--- config.mk ---
export PLATFORM = sky130hd
export DESIGN_NAME = aie_policy_responder_flat
export DESIGN_NICKNAME = d
export VERILOG_FILES = /design/src/rtl/aie_policy_pkg.sv /design/src/rtl/aie_policy_responder_if.sv /design/src/rtl/policy_mac_sat.sv /design/src/rtl/aie_policy_responder.sv /design/src/flat_wrapper.sv
export SDC_FILE = /design/constraint.sdc
export NUM_CORES = 2
export LEC_CHECK = 0
export ABC_AREA = 1
export ABC_CLOCK_PERIOD_IN_PS = 23400
export CORE_MARGIN = 4
export CORE_UTILIZATION = 55
export DETAILED_ROUTE_END_ITERATION = 7
export PLACE_DENSITY = 0.76
export SLEW_MARGIN = 0
export SYNTH_ARGS = -nofsm -noshare
export SYNTH_HDL_FRONTEND = slang
export SYNTH_SLANG_ARGS = --single-unit
--- constraint.sdc ---
create_clock -name clk -period 23.4 [get_ports clk]
set_input_delay 5.85 -clock clk [delete_from_list [all_inputs] [get_ports clk]]
set_output_delay 5.85 -clock clk [all_outputs]
set_load 0.005 [all_outputs]
--- src/rtl/aie_policy_pkg.sv ---
// Shared constants, FSM encoding and the fixed-point shift/saturate helper
// for the AIE policy responder.
package aie_policy_pkg;

    localparam int STATE_DIM_DEF  = 6;
    localparam int ACTION_DIM_DEF = 2;
    localparam int DATA_WIDTH_DEF = 32;
    localparam int FRAC_BITS_DEF  = 16;
    localparam int SAT_W          = 128;

    typedef enum logic [2:0] {IDLE, MAC, FINAL, DELAY, SEND} resp_state_t;

    // Floor-shift a wide accumulator by frac and clamp to a dw-bit signed range.
    function automatic logic signed [SAT_W-1:0] sat_shift(
        input logic signed [SAT_W-1:0] acc,
        input int                      frac,
        input int                      dw
    );
        logic signed [SAT_W-1:0] sh;
        logic signed [SAT_W-1:0] one;
        logic signed [SAT_W-1:0] hi;
        logic signed [SAT_W-1:0] lo;
        sh  = acc >>> frac;
        one = SAT_W'(1);
        hi  = (one <<< (dw - 1)) - one;
        lo  = -(one <<< (dw - 1));
        if (sh > hi) return hi;
        if (sh < lo) return lo;
        return sh;
    endfunction

endpackage

--- src/rtl/aie_policy_responder_if.sv ---
// State/action AXI4-Stream pair between the policy wrapper (master) and the
// responder (slave).
interface aie_policy_responder_if
    import aie_policy_pkg::*;
#(
    parameter int STATE_DIM  = STATE_DIM_DEF,
    parameter int ACTION_DIM = ACTION_DIM_DEF,
    parameter int DATA_WIDTH = DATA_WIDTH_DEF
) ();

    logic                             s_axis_state_tvalid;
    logic [DATA_WIDTH*STATE_DIM-1:0]  s_axis_state_tdata;
    logic                             s_axis_state_tlast;
    logic                             s_axis_state_tready;
    logic                             m_axis_action_tvalid;
    logic [DATA_WIDTH*ACTION_DIM-1:0] m_axis_action_tdata;
    logic                             m_axis_action_tlast;
    logic                             m_axis_action_tready;

    modport master (
        output s_axis_state_tvalid, s_axis_state_tdata, s_axis_state_tlast,
        input  s_axis_state_tready,
        input  m_axis_action_tvalid, m_axis_action_tdata, m_axis_action_tlast,
        output m_axis_action_tready
    );

    modport slave (
        input  s_axis_state_tvalid, s_axis_state_tdata, s_axis_state_tlast,
        output s_axis_state_tready,
        output m_axis_action_tvalid, m_axis_action_tdata, m_axis_action_tlast,
        input  m_axis_action_tready
    );

endinterface

--- src/rtl/policy_mac_sat.sv ---
// Serial signed MAC: clear, accumulate W*x, and a combinational finalize that
// adds the bias, floor-shifts by FRAC_BITS and saturates to DATA_WIDTH.
module policy_mac_sat
    import aie_policy_pkg::*;
#(
    parameter int DATA_WIDTH = DATA_WIDTH_DEF,
    parameter int FRAC_BITS  = FRAC_BITS_DEF,
    parameter int ACC_W      = 2 * DATA_WIDTH_DEF + 3
) (
    input  logic                         clk,
    input  logic                         rst_n,
    input  logic                         clr,
    input  logic                         acc_en,
    input  logic signed [DATA_WIDTH-1:0] coef,
    input  logic signed [DATA_WIDTH-1:0] x,
    input  logic signed [DATA_WIDTH-1:0] bias,
    output logic signed [DATA_WIDTH-1:0] result
);

    logic signed [ACC_W-1:0]        acc_q;
    logic signed [2*DATA_WIDTH-1:0] prod;
    logic signed [ACC_W-1:0]        total;

    assign prod   = (2*DATA_WIDTH)'(coef) * (2*DATA_WIDTH)'(x);
    assign total  = acc_q + (ACC_W'(bias) <<< FRAC_BITS);
    assign result = DATA_WIDTH'(sat_shift(SAT_W'(total), FRAC_BITS, DATA_WIDTH));

    always_ff @(posedge clk) begin
        if (!rst_n || clr) begin
            acc_q <= '0;
        end else if (acc_en) begin
            acc_q <= acc_q + ACC_W'(prod);
        end
    end

endmodule

--- src/rtl/aie_policy_responder.sv ---
// PL-side linear policy responder: action = W*state + b, one request at a time.
// Optional request/busy statistics ports: define AIE_POLICY_RESP_STATS_EN.
module aie_policy_responder
    import aie_policy_pkg::*;
#(
    parameter int STATE_DIM     = STATE_DIM_DEF,
    parameter int ACTION_DIM    = ACTION_DIM_DEF,
    parameter int DATA_WIDTH    = DATA_WIDTH_DEF,
    parameter int FRAC_BITS     = FRAC_BITS_DEF,
    parameter int EXTRA_LATENCY = 0,
    localparam int N_COEF       = ACTION_DIM * (STATE_DIM + 1),
    localparam int ADDR_W       = $clog2(N_COEF)
) (
    input  logic                  clk,
    input  logic                  rst_n,
    aie_policy_responder_if.slave axis,
    input  logic                  cfg_we,
    input  logic [ADDR_W-1:0]     cfg_addr,
    input  logic [DATA_WIDTH-1:0] cfg_wdata,
    output logic                  busy,
    output logic                  err_tlast
`ifdef AIE_POLICY_RESP_STATS_EN
    ,
    output logic [15:0]           stat_requests,
    output logic [15:0]           stat_busy_cycles
`endif
);

    localparam int A_W = (ACTION_DIM > 1) ? $clog2(ACTION_DIM) : 1;
    localparam int S_W = (STATE_DIM > 1) ? $clog2(STATE_DIM) : 1;
    localparam int D_W = (EXTRA_LATENCY > 1) ? $clog2(EXTRA_LATENCY) : 1;

    resp_state_t                      state;
    logic [A_W-1:0]                   a_q;
    logic [S_W-1:0]                   s_q;
    logic [D_W-1:0]                   dly_q;
    logic [DATA_WIDTH*STATE_DIM-1:0]  x_q;
    logic [DATA_WIDTH*ACTION_DIM-1:0] action_q;
    logic                             s_tready_q;
    logic                             m_tvalid_q;
    logic                             m_tlast_q;
    logic signed [DATA_WIDTH-1:0]     coef_q [N_COEF];
    logic                             accept;
    logic [ADDR_W-1:0]                w_idx;
    logic [ADDR_W-1:0]                b_idx;
    logic signed [DATA_WIDTH-1:0]     mac_x;
    logic signed [DATA_WIDTH-1:0]     mac_result;

    assign accept = s_tready_q && axis.s_axis_state_tvalid;
    assign busy   = (state != IDLE);
    assign w_idx  = ADDR_W'(int'(a_q) * (STATE_DIM + 1) + int'(s_q));
    assign b_idx  = ADDR_W'(int'(a_q) * (STATE_DIM + 1) + STATE_DIM);
    assign mac_x  = x_q[int'(s_q)*DATA_WIDTH +: DATA_WIDTH];

    assign axis.s_axis_state_tready  = s_tready_q;
    assign axis.m_axis_action_tvalid = m_tvalid_q;
    assign axis.m_axis_action_tlast  = m_tlast_q;
    assign axis.m_axis_action_tdata  = action_q;

    // NOTE: the coefficient file is cleared on reset because a mid-run reset must
    // leave the policy at zero; a reset-less RAM would keep the stale weights.
    always_ff @(posedge clk) begin
        if (!rst_n) begin
            for (int i = 0; i < N_COEF; i++) coef_q[i] <= '0;
        end else if (cfg_we && !busy && (int'(cfg_addr) < N_COEF)) begin
            coef_q[cfg_addr] <= cfg_wdata;
        end
    end

    policy_mac_sat #(
        .DATA_WIDTH(DATA_WIDTH),
        .FRAC_BITS (FRAC_BITS),
        .ACC_W     (2 * DATA_WIDTH + $clog2(STATE_DIM + 1))
    ) u_mac (
        .clk   (clk),
        .rst_n (rst_n),
        .clr   (accept || (state == FINAL)),
        .acc_en(state == MAC),
        .coef  (coef_q[w_idx]),
        .x     (mac_x),
        .bias  (coef_q[b_idx]),
        .result(mac_result)
    );

    // NOTE: every register here uses <=, so each branch reads pre-edge values
    // regardless of statement order.
    always_ff @(posedge clk) begin
        if (!rst_n) begin
            state      <= IDLE;
            a_q        <= '0;
            s_q        <= '0;
            dly_q      <= '0;
            x_q        <= '0;
            action_q   <= '0;
            s_tready_q <= 1'b0;
            m_tvalid_q <= 1'b0;
            m_tlast_q  <= 1'b0;
            err_tlast  <= 1'b0;
        end else begin
            err_tlast <= 1'b0;
            case (state)
                IDLE: begin
                    s_tready_q <= ~accept;
                    if (accept) begin
                        x_q       <= axis.s_axis_state_tdata;
                        a_q       <= '0;
                        s_q       <= '0;
                        err_tlast <= ~axis.s_axis_state_tlast;
                        state     <= MAC;
                    end
                end
                MAC: begin
                    if (s_q == S_W'(STATE_DIM - 1)) state <= FINAL;
                    else                            s_q   <= s_q + 1'b1;
                end
                FINAL: begin
                    action_q[int'(a_q)*DATA_WIDTH +: DATA_WIDTH] <= mac_result;
                    s_q <= '0;
                    if (a_q == A_W'(ACTION_DIM - 1)) begin
                        dly_q <= '0;
                        state <= (EXTRA_LATENCY == 0) ? SEND : DELAY;
                    end else begin
                        a_q   <= a_q + 1'b1;
                        state <= MAC;
                    end
                end
                DELAY: begin
                    if (dly_q == D_W'(EXTRA_LATENCY - 1)) state <= SEND;
                    else                                  dly_q <= dly_q + 1'b1;
                end
                SEND: begin
                    // tvalid rises one edge after entering SEND; action_q is frozen here.
                    if (!m_tvalid_q) begin
                        m_tvalid_q <= 1'b1;
                        m_tlast_q  <= 1'b1;
                    end else if (axis.m_axis_action_tready) begin
                        m_tvalid_q <= 1'b0;
                        m_tlast_q  <= 1'b0;
                        s_tready_q <= 1'b1;
                        state      <= IDLE;
                    end
                end
                default: state <= IDLE;
            endcase
        end
    end

`ifdef AIE_POLICY_RESP_STATS_EN
    always_ff @(posedge clk) begin
        if (!rst_n) begin
            stat_requests    <= '0;
            stat_busy_cycles <= '0;
        end else begin
            if (m_tvalid_q && axis.m_axis_action_tready) stat_requests <= stat_requests + 16'd1;
            if (busy && (stat_busy_cycles != 16'hFFFF)) stat_busy_cycles <= stat_busy_cycles + 16'd1;
        end
    end
`endif

endmodule

--- src/flat_wrapper.sv ---
// flat-port wrapper written by rule: the top's interface ports become plain ports
module aie_policy_responder_flat import aie_policy_pkg::*;
#(
    parameter int STATE_DIM     = STATE_DIM_DEF,
    parameter int ACTION_DIM    = ACTION_DIM_DEF,
    parameter int DATA_WIDTH    = DATA_WIDTH_DEF,
    parameter int FRAC_BITS     = FRAC_BITS_DEF,
    parameter int EXTRA_LATENCY = 0,
    localparam int N_COEF       = ACTION_DIM * (STATE_DIM + 1),
    localparam int ADDR_W       = $clog2(N_COEF)
)
  (clk, rst_n, cfg_we, cfg_addr, cfg_wdata, busy, err_tlast, axis_s_axis_state_tvalid, axis_s_axis_state_tdata, axis_s_axis_state_tlast, axis_s_axis_state_tready, axis_m_axis_action_tvalid, axis_m_axis_action_tdata, axis_m_axis_action_tlast, axis_m_axis_action_tready);
  aie_policy_responder_if #(.STATE_DIM(STATE_DIM), .ACTION_DIM(ACTION_DIM), .DATA_WIDTH(DATA_WIDTH)) axis_i ();
  input  logic clk;
  input  logic rst_n;
  input  logic cfg_we;
  input  logic [ADDR_W-1:0] cfg_addr;
  input  logic [DATA_WIDTH-1:0] cfg_wdata;
  output logic busy;
  output logic err_tlast;
  input wire logic [$bits(axis_i.s_axis_state_tvalid)-1:0] axis_s_axis_state_tvalid;
  input wire logic [$bits(axis_i.s_axis_state_tdata)-1:0] axis_s_axis_state_tdata;
  input wire logic [$bits(axis_i.s_axis_state_tlast)-1:0] axis_s_axis_state_tlast;
  output wire logic [$bits(axis_i.s_axis_state_tready)-1:0] axis_s_axis_state_tready;
  output wire logic [$bits(axis_i.m_axis_action_tvalid)-1:0] axis_m_axis_action_tvalid;
  output wire logic [$bits(axis_i.m_axis_action_tdata)-1:0] axis_m_axis_action_tdata;
  output wire logic [$bits(axis_i.m_axis_action_tlast)-1:0] axis_m_axis_action_tlast;
  input wire logic [$bits(axis_i.m_axis_action_tready)-1:0] axis_m_axis_action_tready;
  assign axis_i.s_axis_state_tvalid = axis_s_axis_state_tvalid;
  assign axis_i.s_axis_state_tdata = axis_s_axis_state_tdata;
  assign axis_i.s_axis_state_tlast = axis_s_axis_state_tlast;
  assign axis_s_axis_state_tready = axis_i.s_axis_state_tready;
  assign axis_m_axis_action_tvalid = axis_i.m_axis_action_tvalid;
  assign axis_m_axis_action_tdata = axis_i.m_axis_action_tdata;
  assign axis_m_axis_action_tlast = axis_i.m_axis_action_tlast;
  assign axis_i.m_axis_action_tready = axis_m_axis_action_tready;
  aie_policy_responder #(.STATE_DIM(STATE_DIM), .ACTION_DIM(ACTION_DIM), .DATA_WIDTH(DATA_WIDTH), .FRAC_BITS(FRAC_BITS), .EXTRA_LATENCY(EXTRA_LATENCY)) u_core (.clk(clk), .rst_n(rst_n), .axis(axis_i), .cfg_we(cfg_we), .cfg_addr(cfg_addr), .cfg_wdata(cfg_wdata), .busy(busy), .err_tlast(err_tlast));
endmodule
==> reports/qor.yml <==
status: "finished, final reports clean"
synth.most_common_cell: "inv_1"
drv_slew: 0
antenna_found_initial: 11
die-area_um2: 156000
hold_violations: 0
cts_tree: "yes"
r2r_cells: 42
ant_nets: 0
synthTopCellsByArea: "fa_1 30%, edfxtp_1 19%, inv_1 9.4%, dfxtp_1 8.1%, nand2_1 6.7%"
fill_cells: 12600
crit_end: "u_core.u_mac.acc_q[56]"
final_nets: 11500
post_drt_wl_per_cell_um: 23.3
critPathSlowestCell: "clkinv_1"
arrival_ns: 13.33
grt_usage_pct: 35.3
setup_viol: 0
cts_root_buffer: "clkbuf_16"
syn_area_per_cell_um2: 8.52
netlist_area_um2: 82300
ioPinCount: 303
start_util_pct: 55.5
clock_latency_ns: 0.73
synth-simple-area-share_pct: 15.2
synth_top_family_by_area: "adder cells"
yosysSeqAreaShare_pct: 26.8
criticalPathCategory: "reg -> reg"
gr-total-overflow: 0
yosysWarningCount: 0
maxCapViolations: 0
synthMuxAreaShare_pct: 1.61
fin_setup_tns_ns: 0
rr_endpoint: "u_core.u_mac.acc_q[56]"
grt_pass1_vias: 70000
drt-initial-drc-count: 8014
rows: 141
viasPerCell: 5.75
cts_buffers: 90
synth_edf_count: 512
netlist_instances: 9665
fin_skew_ns: 0.0625
io_buffers: 302
post_synth_num_cell_types: 54
tightest_slew_ns: 1.33
synth_top_area_share_pct: 30.3
period_share_pct: 54.3
core_um2: 148000
async_reset_ff_share_pct: 0
vias: 67800
grt_pass1_wl_mm: 418
grt_max_degree: 199
die_h_um: 395
dp_hpwl_mm: 206
worstSetupStartpointType: "flip-flop"
synth_seq_cells: 847
cts_resized: 0
whs_ns: 0.448
regToRegSetupSlack_ns: 10.70
hp-class: "reg -> reg"
syn2layout_area_growth_pct: 9.56
die_w_um: 395
place.gp.congestion: 1.11
wirelength_mm: 274
drcViolationCount: 0
synth_common_cells: "2066 x inv_1, 1468 x nand2_1, 1315 x nor2_1"
endpoint_kind: "flip-flop"
worstReg2RegStart: "u_core.a_q"
fmax_mhz: 78.7
synthAdderAreaFrac_pct: 34.5
cts_hold_buf: 0
crit_path_start: "u_core.a_q"
synth_compound_area_share_pct: 8.85
max_stage_delay_ns: 0.94
grt_setup_unrepaired: "no"
relSlewSlack_pct: 11.6
cts_buffer_depth: 3
synthXorXnorAreaFrac_pct: 0.990
clock_sinks: 847
drt_pass1_iterations: 8
cp_max_fo: 70
synth.largest_area_cell: "fa_1"
synth_flop_cell: "edfxtp_1"
cts.clk_slew.worst_paths_ns: 0.06
drive_gt1_share_pct: 4.09
period_needed_ns: 12.70
cts_setup_buffers: 0
required_ns: 24.03
htree_num_levels: 3
## metal layers
metal	wire (um)	GRT usage [%]	vias to the layer above
li1	-	-	29600
met1	101000	45.7	33100
met2	121000	54.3	4179
met3	33000	9.18	932
met4	18700	19.5	8
met5	52	0	-
## final cells by class
cell class | instances | area (um2) | share of cell area (%)
Antenna cell | 5 | 12.5 | 0.0139
Clock buffer | 117 | 2440 | 2.70
Clock inverter | 47 | 541 | 0.599
Inverter | 2103 | 7910 | 8.77
Multi-Input combinational cell | 6304 | 50700 | 56.2
Sequential cell | 847 | 22100 | 24.5
Tap cell | 1930 | 2410 | 2.68
Timing Repair Buffer | 439 | 4080 | 4.52
## cell families (layout without fill, tap and decap cells)
family,Yosys count,in the layout
AOI/OAI and AO/OA,1332,1332
xor gates and xnor gates,93,93
adders and majority gates,1524,1524
buffers and inverters,2577,2706
DFF,847,847
muxes,127,127
other,1,69
and+or+nand+nor,3164,3164
## how the worst min path moves through the flow
stage / startpoint / endpoint / slack (ns) / depth (start not counted)
after floorplan: u_core.x_q[34] / u_core.x_q[34] / 0.42 / 2
final: u_core.x_q[73] / u_core.x_q[73] / 0.45 / 2
after CTS: u_core.x_q[53] / u_core.x_q[53] / 0.45 / 2
after global routing: u_core.x_q[95] / u_core.x_q[95] / 0.46 / 2
after global placement: u_core.x_q[68] / u_core.x_q[68] / 0.43 / 2
after detailed placement: u_core.x_q[53] / u_core.x_q[53] / 0.44 / 2
## layout by cell type, fill, tap and decap left out, types with 6 or more instances in the layout
cell	Yosys	final
o21ai_0	563	562
clkdlybuf4s50_1	0	301
nor2_2	17	18
fa_1	1245	1245
clkinv_2	0	16
nand2_1	1468	1468
clkinv_1	32	43
nand2_2	34	34
mux2i_1	87	87
xor2_1	53	53
ha_1	279	278
nand3_1	247	247
a31oi_1	15	14
xnor2_1	40	39
inv_2	5	6
mux2_2	40	40
o21bai_1	14	14
buf_4	4	135
bufinv_16	0	7
edfxtp_1	512	512
clkbuf_1	365	21
dfxtp_1	335	333
a211oi_1	7	7
o21a_1	97	95
o211ai_1	84	84
a21oi_1	521	521
inv_1	2066	2061
nand4_1	31	31
a21o_1	7	7
nor2_1	1315	1311
nor3_1	29	28
clkbuf_16	0	92
clkinvlp_4	0	6
conb_1	1	64
## critical path, delay by kind of cell (launching register included)
family          cells  cell delay (ns)
simple gates       15             2.26
xor+xnor            1             0.19
buf+inv            14             4.16
flops               1             0.32
fa+ha+maj          10             4.89
compound gates      2             0.69
## sequential cells by signal, indices dropped and copies added, names as in the netlist
| name | flops |
|---|---|
| u_core.x_q | 192 |
| u_core.a_q | 1 |
| u_core.state | 3 |
| u_core.axis.m_axis_action_tvalid | 1 |
| u_core.coef_q | 512 |
| u_core.err_tlast | 1 |
| u_core.dly_q | 1 |
| u_core.s_q | 3 |
| u_core.u_mac.acc_q | 67 |
| u_core.axis.s_axis_state_tready | 1 |
| u_core.axis.m_axis_action_tdata | 64 |
| u_core.axis.m_axis_action_tlast | 1 |
## through the flow
step | instance area, um2 | std cells | util, % | worst slack (ns)
2_1_floorplan | 82500 | 9728 | - | 13.67
3_3_place_gp | 87200 | 11600 | 58.8 | 11.21
3_5_place_dp | 87200 | 11600 | 58.8 | 11.12
4_1_cts | 90200 | 11800 | 60.8 | 11.05
5_1_grt | 90200 | 11800 | 60.8 | 10.25
6_report | 90200 | 11800 | 60.8 | 10.70
Power is not shown: default switching activity piles up to over one toggle a cycle in this logic, so the estimate is an artifact.
